### src/rtl/uart_pkg.sv
`default_nettype none
// ============================================================================
// Module  : uart_pkg
// Purpose : Shared definitions for the memory-mapped UART: register offsets,
//           STATUS bit positions, TX/RX state encodings, default divisor.
// Rev     : 1.0  initial release
// ============================================================================
package uart_pkg;

  // Register offsets within the 4-word window (addr[1:0])
  localparam logic [1:0] OFF_TXDATA  = 2'd0;
  localparam logic [1:0] OFF_RXDATA  = 2'd1;
  localparam logic [1:0] OFF_STATUS  = 2'd2;
  localparam logic [1:0] OFF_DIVISOR = 2'd3;

  // STATUS bit positions
  localparam int ST_TX_FULL   = 0;
  localparam int ST_TX_EMPTY  = 1;
  localparam int ST_RX_EMPTY  = 2;
  localparam int ST_RX_FULL   = 3;
  localparam int ST_OVERRUN   = 4;
  localparam int ST_TX_BUSY   = 5;
  localparam int ST_FRAME_ERR = 6;

  localparam logic [15:0] UART_DEFAULT_DIV = 16'd434;

  typedef enum logic [1:0] {
    TX_IDLE  = 2'd0,
    TX_START = 2'd1,
    TX_DATA  = 2'd2,
    TX_STOP  = 2'd3
  } tx_state_e;

  typedef enum logic [1:0] {
    RX_IDLE  = 2'd0,
    RX_START = 2'd1,
    RX_DATA  = 2'd2,
    RX_STOP  = 2'd3
  } rx_state_e;

  // A divisor below 2 would give a zero-length half bit on RX; clamp it.
  function automatic logic [15:0] clamp_div(input logic [15:0] div);
    return (div < 16'd2) ? 16'd2 : div;
  endfunction

endpackage
`default_nettype wire

### src/rtl/sync_fifo.sv
`default_nettype none
// ============================================================================
// Module  : sync_fifo
// Purpose : Single-clock FIFO. Push on full is accepted only when a pop
//           happens in the same cycle; pop on empty is ignored.
// Rev     : 1.0  initial release
// ============================================================================
module sync_fifo #(
  parameter int WIDTH = 8,
  parameter int DEPTH = 8
) (
  input  logic             clk,
  input  logic             rst,
  input  logic             push,
  input  logic             pop,
  input  logic [WIDTH-1:0] din,
  output logic [WIDTH-1:0] head,
  output logic             full,
  output logic             empty
);

  localparam int AW = $clog2(DEPTH);
  localparam logic [AW:0] FULL_COUNT = (AW+1)'(DEPTH);

  logic [AW-1:0]    rd_ptr_q, rd_ptr_d;
  logic [AW-1:0]    wr_ptr_q, wr_ptr_d;
  logic [AW:0]      count_q,  count_d;
  logic [WIDTH-1:0] mem_q [DEPTH];
  logic [WIDTH-1:0] mem_d [DEPTH];
  logic             do_push;
  logic             do_pop;

  assign empty   = (count_q == '0);
  assign full    = (count_q == FULL_COUNT);
  assign do_pop  = pop & ~empty;
  assign do_push = push & (~full | do_pop);
  assign head    = mem_q[rd_ptr_q];

  // Pointer/count update; pointers wrap naturally because DEPTH is a power of 2
  always_comb begin
    rd_ptr_d = rd_ptr_q;
    wr_ptr_d = wr_ptr_q;
    count_d  = count_q;
    if (do_pop)  rd_ptr_d = rd_ptr_q + AW'(1);
    if (do_push) wr_ptr_d = wr_ptr_q + AW'(1);
    case ({do_push, do_pop})
      2'b10:   count_d = count_q + (AW+1)'(1);
      2'b01:   count_d = count_q - (AW+1)'(1);
      default: count_d = count_q;
    endcase
  end

  // Storage write
  always_comb begin
    mem_d = mem_q;
    if (do_push) mem_d[wr_ptr_q] = din;
  end

  // Control registers
  always_ff @(posedge clk or posedge rst) begin
    if (rst) begin
      rd_ptr_q <= '0;
      wr_ptr_q <= '0;
      count_q  <= '0;
    end else begin
      rd_ptr_q <= rd_ptr_d;
      wr_ptr_q <= wr_ptr_d;
      count_q  <= count_d;
    end
  end

  // Storage array; contents are don't-care while the FIFO is empty
  always_ff @(posedge clk) begin
    mem_q <= mem_d;
  end

endmodule
`default_nettype wire

### src/rtl/mm_uart.sv
`default_nettype none
// ============================================================================
// Module  : mm_uart
// Purpose : Memory-mapped 8N1 UART. Address decode, register file, TX FIFO +
//           serialiser FSM, RX synchroniser + deserialiser FSM + RX FIFO.
// Rev     : 1.0  initial release
// ============================================================================
module mm_uart #(
  parameter logic [15:0] BASE_ADDR   = 16'hC000,
  parameter int          FIFO_DEPTH  = 8,
  parameter logic [15:0] DEFAULT_DIV = uart_pkg::UART_DEFAULT_DIV
) (
  input  logic        clk,
  input  logic        rst,
  input  logic [15:0] addr,
  input  logic [15:0] wdata,
  input  logic        mm_we,
  input  logic        mm_re,
  output logic [15:0] rdata,
  output logic        txd,
  input  logic        rxd
);

  import uart_pkg::*;

  // ---------------- bus decode ----------------
  logic        hit, wr_hit, rd_hit;
  logic [1:0]  off;
  logic [15:0] status;

  assign hit    = (addr[15:2] == BASE_ADDR[15:2]);
  assign wr_hit = mm_we & hit;
  assign rd_hit = mm_re & hit;
  assign off    = addr[1:0];

  // ---------------- FIFOs ----------------
  logic       tx_push, tx_pop, tx_full, tx_empty;
  logic [7:0] tx_head;
  logic       rx_push, rx_pop, rx_full, rx_empty;
  logic [7:0] rx_head;

  // ---------------- registers ----------------
  logic [15:0] div_q, div_d;
  logic        overrun_q, overrun_d;
  logic        frame_err_q, frame_err_d;

  tx_state_e   tx_state_q, tx_state_d;
  logic [7:0]  tx_shift_q, tx_shift_d;
  logic [15:0] tx_div_q, tx_div_d;
  logic [15:0] tx_cnt_q, tx_cnt_d;
  logic [2:0]  tx_bit_q, tx_bit_d;
  logic        tx_bit_end;
  logic        tx_busy;

  logic        rx_sync1_q, rx_sync2_q, rx_prev_q;
  rx_state_e   rx_state_q, rx_state_d;
  logic [7:0]  rx_shift_q, rx_shift_d;
  logic [15:0] rx_div_q, rx_div_d;
  logic [15:0] rx_cnt_q, rx_cnt_d;
  logic [2:0]  rx_bit_q, rx_bit_d;
  logic        rx_bit_end, rx_half_end, rx_fall;
  logic        rx_frame_bad;

  assign tx_push = wr_hit & (off == OFF_TXDATA);
  assign rx_pop  = rd_hit & (off == OFF_RXDATA) & ~rx_empty;

  sync_fifo #(.WIDTH(8), .DEPTH(FIFO_DEPTH)) u_tx_fifo (
    .clk   (clk),
    .rst   (rst),
    .push  (tx_push),
    .pop   (tx_pop),
    .din   (wdata[7:0]),
    .head  (tx_head),
    .full  (tx_full),
    .empty (tx_empty)
  );

  sync_fifo #(.WIDTH(8), .DEPTH(FIFO_DEPTH)) u_rx_fifo (
    .clk   (clk),
    .rst   (rst),
    .push  (rx_push),
    .pop   (rx_pop),
    .din   (rx_shift_q),
    .head  (rx_head),
    .full  (rx_full),
    .empty (rx_empty)
  );

  // Divisor register and write-1-to-clear sticky bits (a new event wins over a clear)
  always_comb begin
    div_d       = div_q;
    overrun_d   = overrun_q;
    frame_err_d = frame_err_q;
    if (wr_hit && off == OFF_DIVISOR) div_d = wdata;
    if (wr_hit && off == OFF_STATUS) begin
      if (wdata[ST_OVERRUN])   overrun_d   = 1'b0;
      if (wdata[ST_FRAME_ERR]) frame_err_d = 1'b0;
    end
    if (rx_push && rx_full && !rx_pop) overrun_d   = 1'b1;
    if (rx_frame_bad)                  frame_err_d = 1'b1;
  end

  // STATUS word and load data mux
  always_comb begin
    status               = 16'h0000;
    status[ST_TX_FULL]   = tx_full;
    status[ST_TX_EMPTY]  = tx_empty;
    status[ST_RX_EMPTY]  = rx_empty;
    status[ST_RX_FULL]   = rx_full;
    status[ST_OVERRUN]   = overrun_q;
    status[ST_TX_BUSY]   = tx_busy;
    status[ST_FRAME_ERR] = frame_err_q;
    rdata                = 16'h0000;
    if (rd_hit) begin
      case (off)
        OFF_RXDATA:  rdata = rx_empty ? 16'h0000 : {8'h00, rx_head};
        OFF_STATUS:  rdata = status;
        OFF_DIVISOR: rdata = div_q;
        default:     rdata = 16'h0000;
      endcase
    end
  end

  // ---------------- TX FSM ----------------
  // TX next-state: walk start/data/stop, reloading straight from STOP when more data waits
  always_comb begin
    tx_state_d = tx_state_q;
    tx_shift_d = tx_shift_q;
    tx_div_d   = tx_div_q;
    tx_cnt_d   = tx_cnt_q + 16'd1;
    tx_bit_d   = tx_bit_q;
    tx_pop     = 1'b0;
    tx_bit_end = (tx_cnt_q == tx_div_q - 16'd1);
    case (tx_state_q)
      TX_IDLE: begin
        tx_cnt_d = 16'd0;
        if (!tx_empty) tx_pop = 1'b1;
      end
      TX_START: begin
        if (tx_bit_end) begin
          tx_cnt_d   = 16'd0;
          tx_bit_d   = 3'd0;
          tx_state_d = TX_DATA;
        end
      end
      TX_DATA: begin
        if (tx_bit_end) begin
          tx_cnt_d   = 16'd0;
          tx_shift_d = {1'b0, tx_shift_q[7:1]};
          tx_bit_d   = tx_bit_q + 3'd1;
          if (tx_bit_q == 3'd7) tx_state_d = TX_STOP;
        end
      end
      TX_STOP: begin
        if (tx_bit_end) begin
          tx_cnt_d   = 16'd0;
          tx_state_d = TX_IDLE;
          if (!tx_empty) tx_pop = 1'b1;
        end
      end
      default: tx_state_d = TX_IDLE;
    endcase
    if (tx_pop) begin
      tx_shift_d = tx_head;
      tx_div_d   = clamp_div(div_q);
      tx_cnt_d   = 16'd0;
      tx_state_d = TX_START;
    end
  end

  // TX outputs: decoded from state so an async reset drives txd high at once
  always_comb begin
    txd     = 1'b1;
    tx_busy = (tx_state_q != TX_IDLE);
    case (tx_state_q)
      TX_START: txd = 1'b0;
      TX_DATA:  txd = tx_shift_q[0];
      default:  txd = 1'b1;
    endcase
  end

  // ---------------- RX FSM ----------------
  assign rx_fall     = rx_prev_q & ~rx_sync2_q;
  assign rx_bit_end  = (rx_cnt_q == rx_div_q - 16'd1);
  assign rx_half_end = (rx_cnt_q == (rx_div_q >> 1) - 16'd1);

  // RX next-state: centre on the start bit, then sample once per bit period
  always_comb begin
    rx_state_d = rx_state_q;
    rx_shift_d = rx_shift_q;
    rx_div_d   = rx_div_q;
    rx_cnt_d   = rx_cnt_q + 16'd1;
    rx_bit_d   = rx_bit_q;
    case (rx_state_q)
      RX_IDLE: begin
        rx_cnt_d = 16'd0;
        if (rx_fall) begin
          rx_div_d   = clamp_div(div_q);
          rx_state_d = RX_START;
        end
      end
      RX_START: begin
        if (rx_half_end) begin
          rx_cnt_d   = 16'd0;
          rx_bit_d   = 3'd0;
          rx_state_d = rx_sync2_q ? RX_IDLE : RX_DATA;
        end
      end
      RX_DATA: begin
        if (rx_bit_end) begin
          rx_cnt_d   = 16'd0;
          rx_shift_d = {rx_sync2_q, rx_shift_q[7:1]};
          rx_bit_d   = rx_bit_q + 3'd1;
          if (rx_bit_q == 3'd7) rx_state_d = RX_STOP;
        end
      end
      RX_STOP: begin
        if (rx_bit_end) begin
          rx_cnt_d   = 16'd0;
          rx_state_d = RX_IDLE;
        end
      end
      default: rx_state_d = RX_IDLE;
    endcase
  end

  // RX outputs: stop-bit verdict
  always_comb begin
    rx_push      = 1'b0;
    rx_frame_bad = 1'b0;
    if (rx_state_q == RX_STOP && rx_bit_end) begin
      rx_push      = rx_sync2_q;
      rx_frame_bad = ~rx_sync2_q;
    end
  end

  // All state registers; serial line flops reset to idle-high
  always_ff @(posedge clk or posedge rst) begin
    if (rst) begin
      div_q       <= DEFAULT_DIV;
      overrun_q   <= 1'b0;
      frame_err_q <= 1'b0;
      tx_state_q  <= TX_IDLE;
      tx_shift_q  <= 8'h00;
      tx_div_q    <= 16'd2;
      tx_cnt_q    <= 16'd0;
      tx_bit_q    <= 3'd0;
      rx_sync1_q  <= 1'b1;
      rx_sync2_q  <= 1'b1;
      rx_prev_q   <= 1'b1;
      rx_state_q  <= RX_IDLE;
      rx_shift_q  <= 8'h00;
      rx_div_q    <= 16'd2;
      rx_cnt_q    <= 16'd0;
      rx_bit_q    <= 3'd0;
    end else begin
      div_q       <= div_d;
      overrun_q   <= overrun_d;
      frame_err_q <= frame_err_d;
      tx_state_q  <= tx_state_d;
      tx_shift_q  <= tx_shift_d;
      tx_div_q    <= tx_div_d;
      tx_cnt_q    <= tx_cnt_d;
      tx_bit_q    <= tx_bit_d;
      rx_sync1_q  <= rxd;
      rx_sync2_q  <= rx_sync1_q;
      rx_prev_q   <= rx_sync2_q;
      rx_state_q  <= rx_state_d;
      rx_shift_q  <= rx_shift_d;
      rx_div_q    <= rx_div_d;
      rx_cnt_q    <= rx_cnt_d;
      rx_bit_q    <= rx_bit_d;
    end
  end

endmodule
`default_nettype wire
### config.mk
export PLATFORM = sky130hd
export DESIGN_NAME = mm_uart
export DESIGN_NICKNAME = d
export VERILOG_FILES = /design/src/rtl/uart_pkg.sv /design/src/rtl/sync_fifo.sv /design/src/rtl/mm_uart.sv
export SDC_FILE = /design/constraint.sdc
export NUM_CORES = 1
export LEC_CHECK = 0
export CAP_MARGIN = 20
export CELL_PAD_IN_SITES_DETAIL_PLACEMENT = 1
export CELL_PAD_IN_SITES_GLOBAL_PLACEMENT = 1
export CORE_MARGIN = 4
export CORE_UTILIZATION = 51
export DETAILED_ROUTE_END_ITERATION = 10
export PLACE_DENSITY = 0.79
export SYNTH_ARGS = -nofsm -noshare
export SYNTH_HDL_FRONTEND = slang
export SYNTH_HIERARCHICAL = 1
export SYNTH_SLANG_ARGS = --single-unit
### constraint.sdc
create_clock -name clk -period 5.5 [get_ports clk]
set_clock_uncertainty 0.05 [all_clocks]
set_input_delay 0.55 -clock clk [delete_from_list [all_inputs] [get_ports clk]]
set_output_delay 0.55 -clock clk [all_outputs]
set_load 0.03 [all_outputs]
Word level (Yosys, flattened, before mapping)
Cells that the tools add are included.
{"block": "op_classes", "eq_ne": 32, "muxes": 58, "order_cmp": 7, "reduce_logical": 36, "bitwise_logic": 21, "add_sub_neg": 15}
{"cell": "$bwmux W64", "count": 2}
{"cell": "$mux W16", "count": 6}
{"cell": "$pmux W16 S3", "count": 2}
{"cell": "$mux W8", "count": 10}
{"cell": "$bmux W8 S3", "count": 2}
{"cell": "$demux W8 S3", "count": 2}
{"cell": "$eq A16 B16 Y1", "count": 3}
{"cell": "$add A16 B1 Y16 const B", "count": 2}
{"cell": "$pmux W16 S2", "count": 1}
{"cell": "$sub A16 B1 Y16 const B", "count": 2}
{"cell": "$mux W2", "count": 11}
{"cell": "$reduce_bool A2 Y1", "count": 11}
{"cell": "$add A3 B1 Y3 const B", "count": 6}
{"cell": "$eq A2 B2 Y1 const B", "count": 8}
{"cell": "$ge A4 B4 Y1 const B", "count": 4}
{"cell": "$lt A16 B2 Y1 const B", "count": 1}
{"cell": "$not A3 Y4", "count": 4}
{"cell": "$pmux W4 S2", "count": 2}
{"cell": "$sub A15 B1 Y16 const B", "count": 1}
{"cell": "$eq A14 B14 Y1 const B", "count": 1}
{"cell": "$ne A2 B2 Y1 const B", "count": 7}
{"cell": "$mux W3", "count": 4}
{"cell": "$ne A3 B2 Y1 const B", "count": 4}
{"cell": "$pmux W3 S2", "count": 2}
{"cell": "other kinds (23)", "count": 71}
{"block": "totals", "regBits": 259, "input_bits": 37, "out_inout_bits": 17, "elab_cells": 207}

Longest topological paths before layout
{"block": "depth", "word_depth": 9, "depth_mapped": 18, "ltp_nobuf": 16}

By module
The synthesis kept the hierarchy.
{"mod": "mm_uart", "seq_area_each_um2": 2790.2, "n_inst": 1, "cells_per_inst": 704, "area_each_um2": 6952.9}
{"mod": "sync_fifo (u_rx_fifo)", "seq_area_each_um2": 2172.1, "n_inst": 1, "cells_per_inst": 163, "area_each_um2": 3116.7}
{"mod": "sync_fifo (u_tx_fifo)", "seq_area_each_um2": 2172.1, "n_inst": 1, "cells_per_inst": 159, "area_each_um2": 3069.2}

Least setup slack after synthesis
No wires, ideal clock.
{"block": "synth_timing", "path_kind": "reg2reg", "start": "reg tx_div_q[0]", "end": "reg u_tx_fifo.count_q[3]", "required_ns": 5.316, "path_stages_with_launch": 19, "synth_period_minus_slack_ns": 4.751, "setup_slack_ns": 0.749, "setup_time_ns": 0.134, "arrival_time_ns": 4.568, "n_path_buf": 2, "cell_sequence": "dfrtp_1 inv_1 ha_1 or3b_2 clkbuf_1 o21a_1 o211a_1 o31ai_1 nor4_4 a21oi_4 buf_2 inv_1 o41ai_1 inv_1 ha_1 ha_1 or4b_2 o311ai_0 o211ai_1"}
{"block": "synth_via", "elab_chain_cells": 9, "word_cells_on_any_way": 11, "cone_classes": "1 x add/sub; 3 x eq/ne; 3 x mux; 3 x bitwise; 1 x reduce/logical"}
{"item": "start, declared", "line": "mm_uart.sv:49", "text": "logic [15:0] tx_div_q, tx_div_d;"}
{"item": "start signal, assigned", "line": "mm_uart.sv:262", "text": "tx_div_q <= tx_div_d;"}
{"item": "$sub A16 B1 Y16 *", "line": "mm_uart.sv:133", "text": "tx_bit_end = (tx_cnt_q == tx_div_q - 16'd1);"}
{"item": "$eq A16 B16 Y1 *", "line": "mm_uart.sv:133"}
{"item": "$mux W1 *", "line": "mm_uart.sv:155", "text": "if (tx_bit_end) begin"}
{"item": "$pmux W1 S2 *", "line": "mm_uart.sv:134", "text": "case (tx_state_q)"}
{"item": "via tx_pop", "line": "mm_uart.sv:37", "text": "logic tx_push, tx_pop, tx_full, tx_empty;"}
{"item": "$and A1 B1 Y1 *", "line": "sync_fifo.sv:35", "text": "assign do_pop = pop & ~empty;"}
{"item": "via u_tx_fifo.do_pop", "line": "sync_fifo.sv:31", "text": "logic do_pop;"}
{"item": "$or A1 B1 Y1", "line": "sync_fifo.sv:36", "text": "assign do_push = push & (~full | do_pop);"}
{"item": "$and A1 B1 Y1", "line": "sync_fifo.sv:36"}
{"item": "$eq A2 B1 Y1 or $eq A2 B2 Y1 (tied branches)", "line": "sync_fifo.sv:46", "text": "case ({do_push, do_pop})"}
{"item": "$pmux W4 S2 or $reduce_bool A2 Y1 (tied branches)"}
{"item": "end signal, assigned", "line": "sync_fifo.sv:68", "text": "count_q <= count_d;"}
{"item": "end, declared", "line": "sync_fifo.sv:27", "text": "logic [AW:0] count_q, count_d;"}
Mark *: on every way through the listed nets, which the timed path passes. The rest lies on a longest branch.
A chain may end at the register's enable or synchronous reset.

Worst setup path after layout
Same ends and word-level chain as after synthesis.

==> results.yml <==
critical_path:
  rrSetupSlack_ns: 0.58
  critical_path.max_fanout: 9
  critical_path.endpoint_type: "register"
  cp_data_arrival_time_ns: 5.28
  path_class: "reg2reg"
  critPathRequiredTime_ns: 5.86
  worst_setup_path_start_kind: "register"
die:
  start_util_pct: 52.0
  rows: 58
  die_y_um: 169
  floorplan.die_area_um2: 28400
  io_pins: 54
  die_w_um: 169
  fp.coreArea_um2: 25300
placement:
  hpwl_um: 22600
  preCtsSetupSlack_ns: 0.627
  gp_congestion: 0.840
  dp.cells: 1376
  io_buffer_count: 53
power_and_ir_drop:
  power.density_nw_per_um2: 346
  p_clk_share_pct: 33.6
  pwr-share-comb_pct: 19.3
  power_leakage_nw: 5.93
  p_switching_mw: 1.47
  swShare_pct: 28.7
  power.share.sequential_pct: 47.1
  ir_drop_v: 0.000344
  p_int_mw: 3.66
yosys:
  yosys-mux-area-fraction_pct: 13.0
  synth.net_count: 1087
  syn_area_per_cell_um2: 12.8
  synth_compound_area_share_pct: 7.27
  synth_xor_area_share_pct: 6.69
  syn_area_um2: 13100
  synth-simple-area-share_pct: 13.2
  yosysWarnings: 6
  ys_ff_latch: 259
  synth_fa_ha_area_share_pct: 2.40
  ys.flop_type: "edfxtp_1"
  synth_top_family_by_area: "simple AND/OR/NAND/NOR gates"
  async_flop_share_pct: 50.6
  seq_area_frac_synth_pct: 54.3
  syn_inst: 1026
  ys_types: 87
  synth_edf_count: 128
route:
  drcViolationCount: 0
  wirelength_um: 32200
  drt_iter0_drc: 586
  antenna_left: 0
  vias_per_cell: 5.89
  drtPass1Iterations: 5
  post_drt_wl_per_cell_um: 22.5
  vias: 8419
finish:
  syn_to_final_growth_pct: 12.8
  fin_cells: 1429
  final_cell_mix: "edfxtp_1 (128), dfrtp_1 (121), nand2_1 (68), nor2_1 (60), xnor2_1 (57)"
  nets: 1138
  drive_gt1_share_pct: 19.3
  antenna_cells: 0
  final_common_cell: "edfxtp_1"
sta:
  slew_headroom_pct: 30.5
  finalCritPeriodShare_pct: 89.5
  fmax_ghz: 0.203
  worst_pin_slew_ns: 1.04
  hold_viol: 0
  slew_viol_final: 0
  rsz0062_at_grt: "no"
  setup_slack_ns: 0.580
  final.setup.tns_ns: 0
  layout_min_cycle_time_ns: 4.92
  setup_viol: 0
clock_tree:
  cts-buffers-inserted: 28
  htree_levels: 1
  clkSinkCount: 259
  post-cts-setup-buffers: 0
  ctsResizeCount: 0
  cts.clk_slew.worst_paths_ns: 0.06
  tritoncts: "yes"
  ctsHoldBuffers: 0
  worstSkewPairLatency_ns: 0.54
  cts_buffer_depth: 3
  cts_root_buffer: "clkbuf_16"
grt:
  grt-ovfl-total: 0
  grt_usage_pct: 22.8
  grt_max_degree: 69
  antenna_found_initial: 0
  grt_pass1_vias: 9017
  grt_pass1_wl_um: 51400
run:
  max_cap_violations: 0
status:
  outcome: "finished, final reports clean"
worst_hold_path:
  hp-class: "reg2reg"
worst max-delay path, cell delays in order (launching register included):
cell      delay (ns)
dfrtp_1         0.43
inv_1           0.09
ha_1            0.23
or3b_2          0.56
o21ai_0         0.17
nor4b_1         0.47
nand3_1         0.24
nor4_4          0.41
a21oi_4         0.11
inv_1           0.18
o41ai_1         0.16
inv_1           0.13
ha_1            0.33
ha_1            0.35
or4b_2          0.65
o311ai_0        0.13
o211ai_1        0.12
metrics by stage:
stage	util [%]	hold slack (ns)	instance area, um^2	power (mW)
after global placement	55.3	0.296	14000	3.39
final	58.7	0.307	14800	5.13
after CTS	58.7	0.309	14800	5.19
after global routing	58.7	0.314	14800	5.39
after floorplan	-	0.295	13100	3.15
after detailed placement	55.3	0.300	14000	3.45
final timing paths:
path	startpoint	end	depth (start not counted)
hold reg to reg	rx_sync1_q	rx_sync2_q	0
setup reg to reg	tx_div_q[0]	u_tx_fifo/count_q[3]	16
min in group asynchronous	rst	u_tx_fifo/count_q[2]	2
hold / removal	rx_sync1_q	rx_sync2_q	0
setup / recovery	tx_div_q[0]	u_tx_fifo/count_q[3]	16
max in group asynchronous	rst	rx_shift_q[2]	3
flip-flops by register name, summed over array words and instances, names as in the netlist, 2 cells and up, named ones only:
| name | flops |
|---|---|
| div_q | 16 |
| rx_bit_q | 3 |
| rx_cnt_q | 16 |
| rx_div_q | 16 |
| rx_shift_q | 8 |
| tx_bit_q | 3 |
| tx_cnt_q | 16 |
| tx_div_q | 16 |
| tx_shift_q | 8 |
| tx_state_q | 2 |
| u_rx_fifo/count_q | 4 |
| u_rx_fifo/mem_q | 64 |
| u_rx_fifo/rd_ptr_q | 3 |
| u_rx_fifo/wr_ptr_q | 3 |
| u_tx_fifo/count_q | 4 |
| u_tx_fifo/mem_q | 64 |
| u_tx_fifo/rd_ptr_q | 3 |
| u_tx_fifo/wr_ptr_q | 3 |
area by class of cell:
type	count	area, um^2
Inverter	37	141
Sequential cell	259	7130
Fill cell	2514	10400
Clock buffer	39	763
Tap cell	330	413
Clock inverter	13	72.6
Timing Repair Buffer	73	678
Multi-Input combinational cell	678	5610
layer usage:
metal  vias up  global-route usage, %  wire length, um
li1       3891                      -                -
met2       125                   39.8            16600
met1      4361                   31.2            14000
met4         0                   5.15              737
met3        42                   2.36              814
met5         -                      0                0
power groups by stage:
stage | clock, mW | combinational, mW | sequential [mW]
2_1_floorplan | 0 | 0.824 | 2.32
3_3_place_gp | 0 | 0.946 | 2.44
3_5_place_dp | 0 | 0.993 | 2.45
4_1_cts | 1.77 | 1.00 | 2.42
5_1_grt | 1.85 | 1.09 | 2.44
6_report | 1.72 | 0.993 | 2.42
cells in the mapped netlist (25+ instances only):
master	n	area, um^2
edfxtp_1	128	3840
dfrtp_1	121	3030
nand2_1	68	255
nor2_1	61	229
xnor2_1	57	499
mux2_2	53	597
xor2_1	39	342
inv_1	36	135
a21oi_1	30	150
clkbuf_1	27	101
mux4_2	26	586
nand3_1	25	125
kinds of logic (layout without fill, tap and decap cells):
group,count (synthesis),in the layout
adders and majority gates,24,24
AOI/OAI and AO/OA,125,125
muxes,112,112
xor gates and xnor gates,98,98
and+or+nand+nor,319,319
buffers and inverters,89,162
DFF,259,259
No activity file was read; power rests on OpenSTA's default activity.
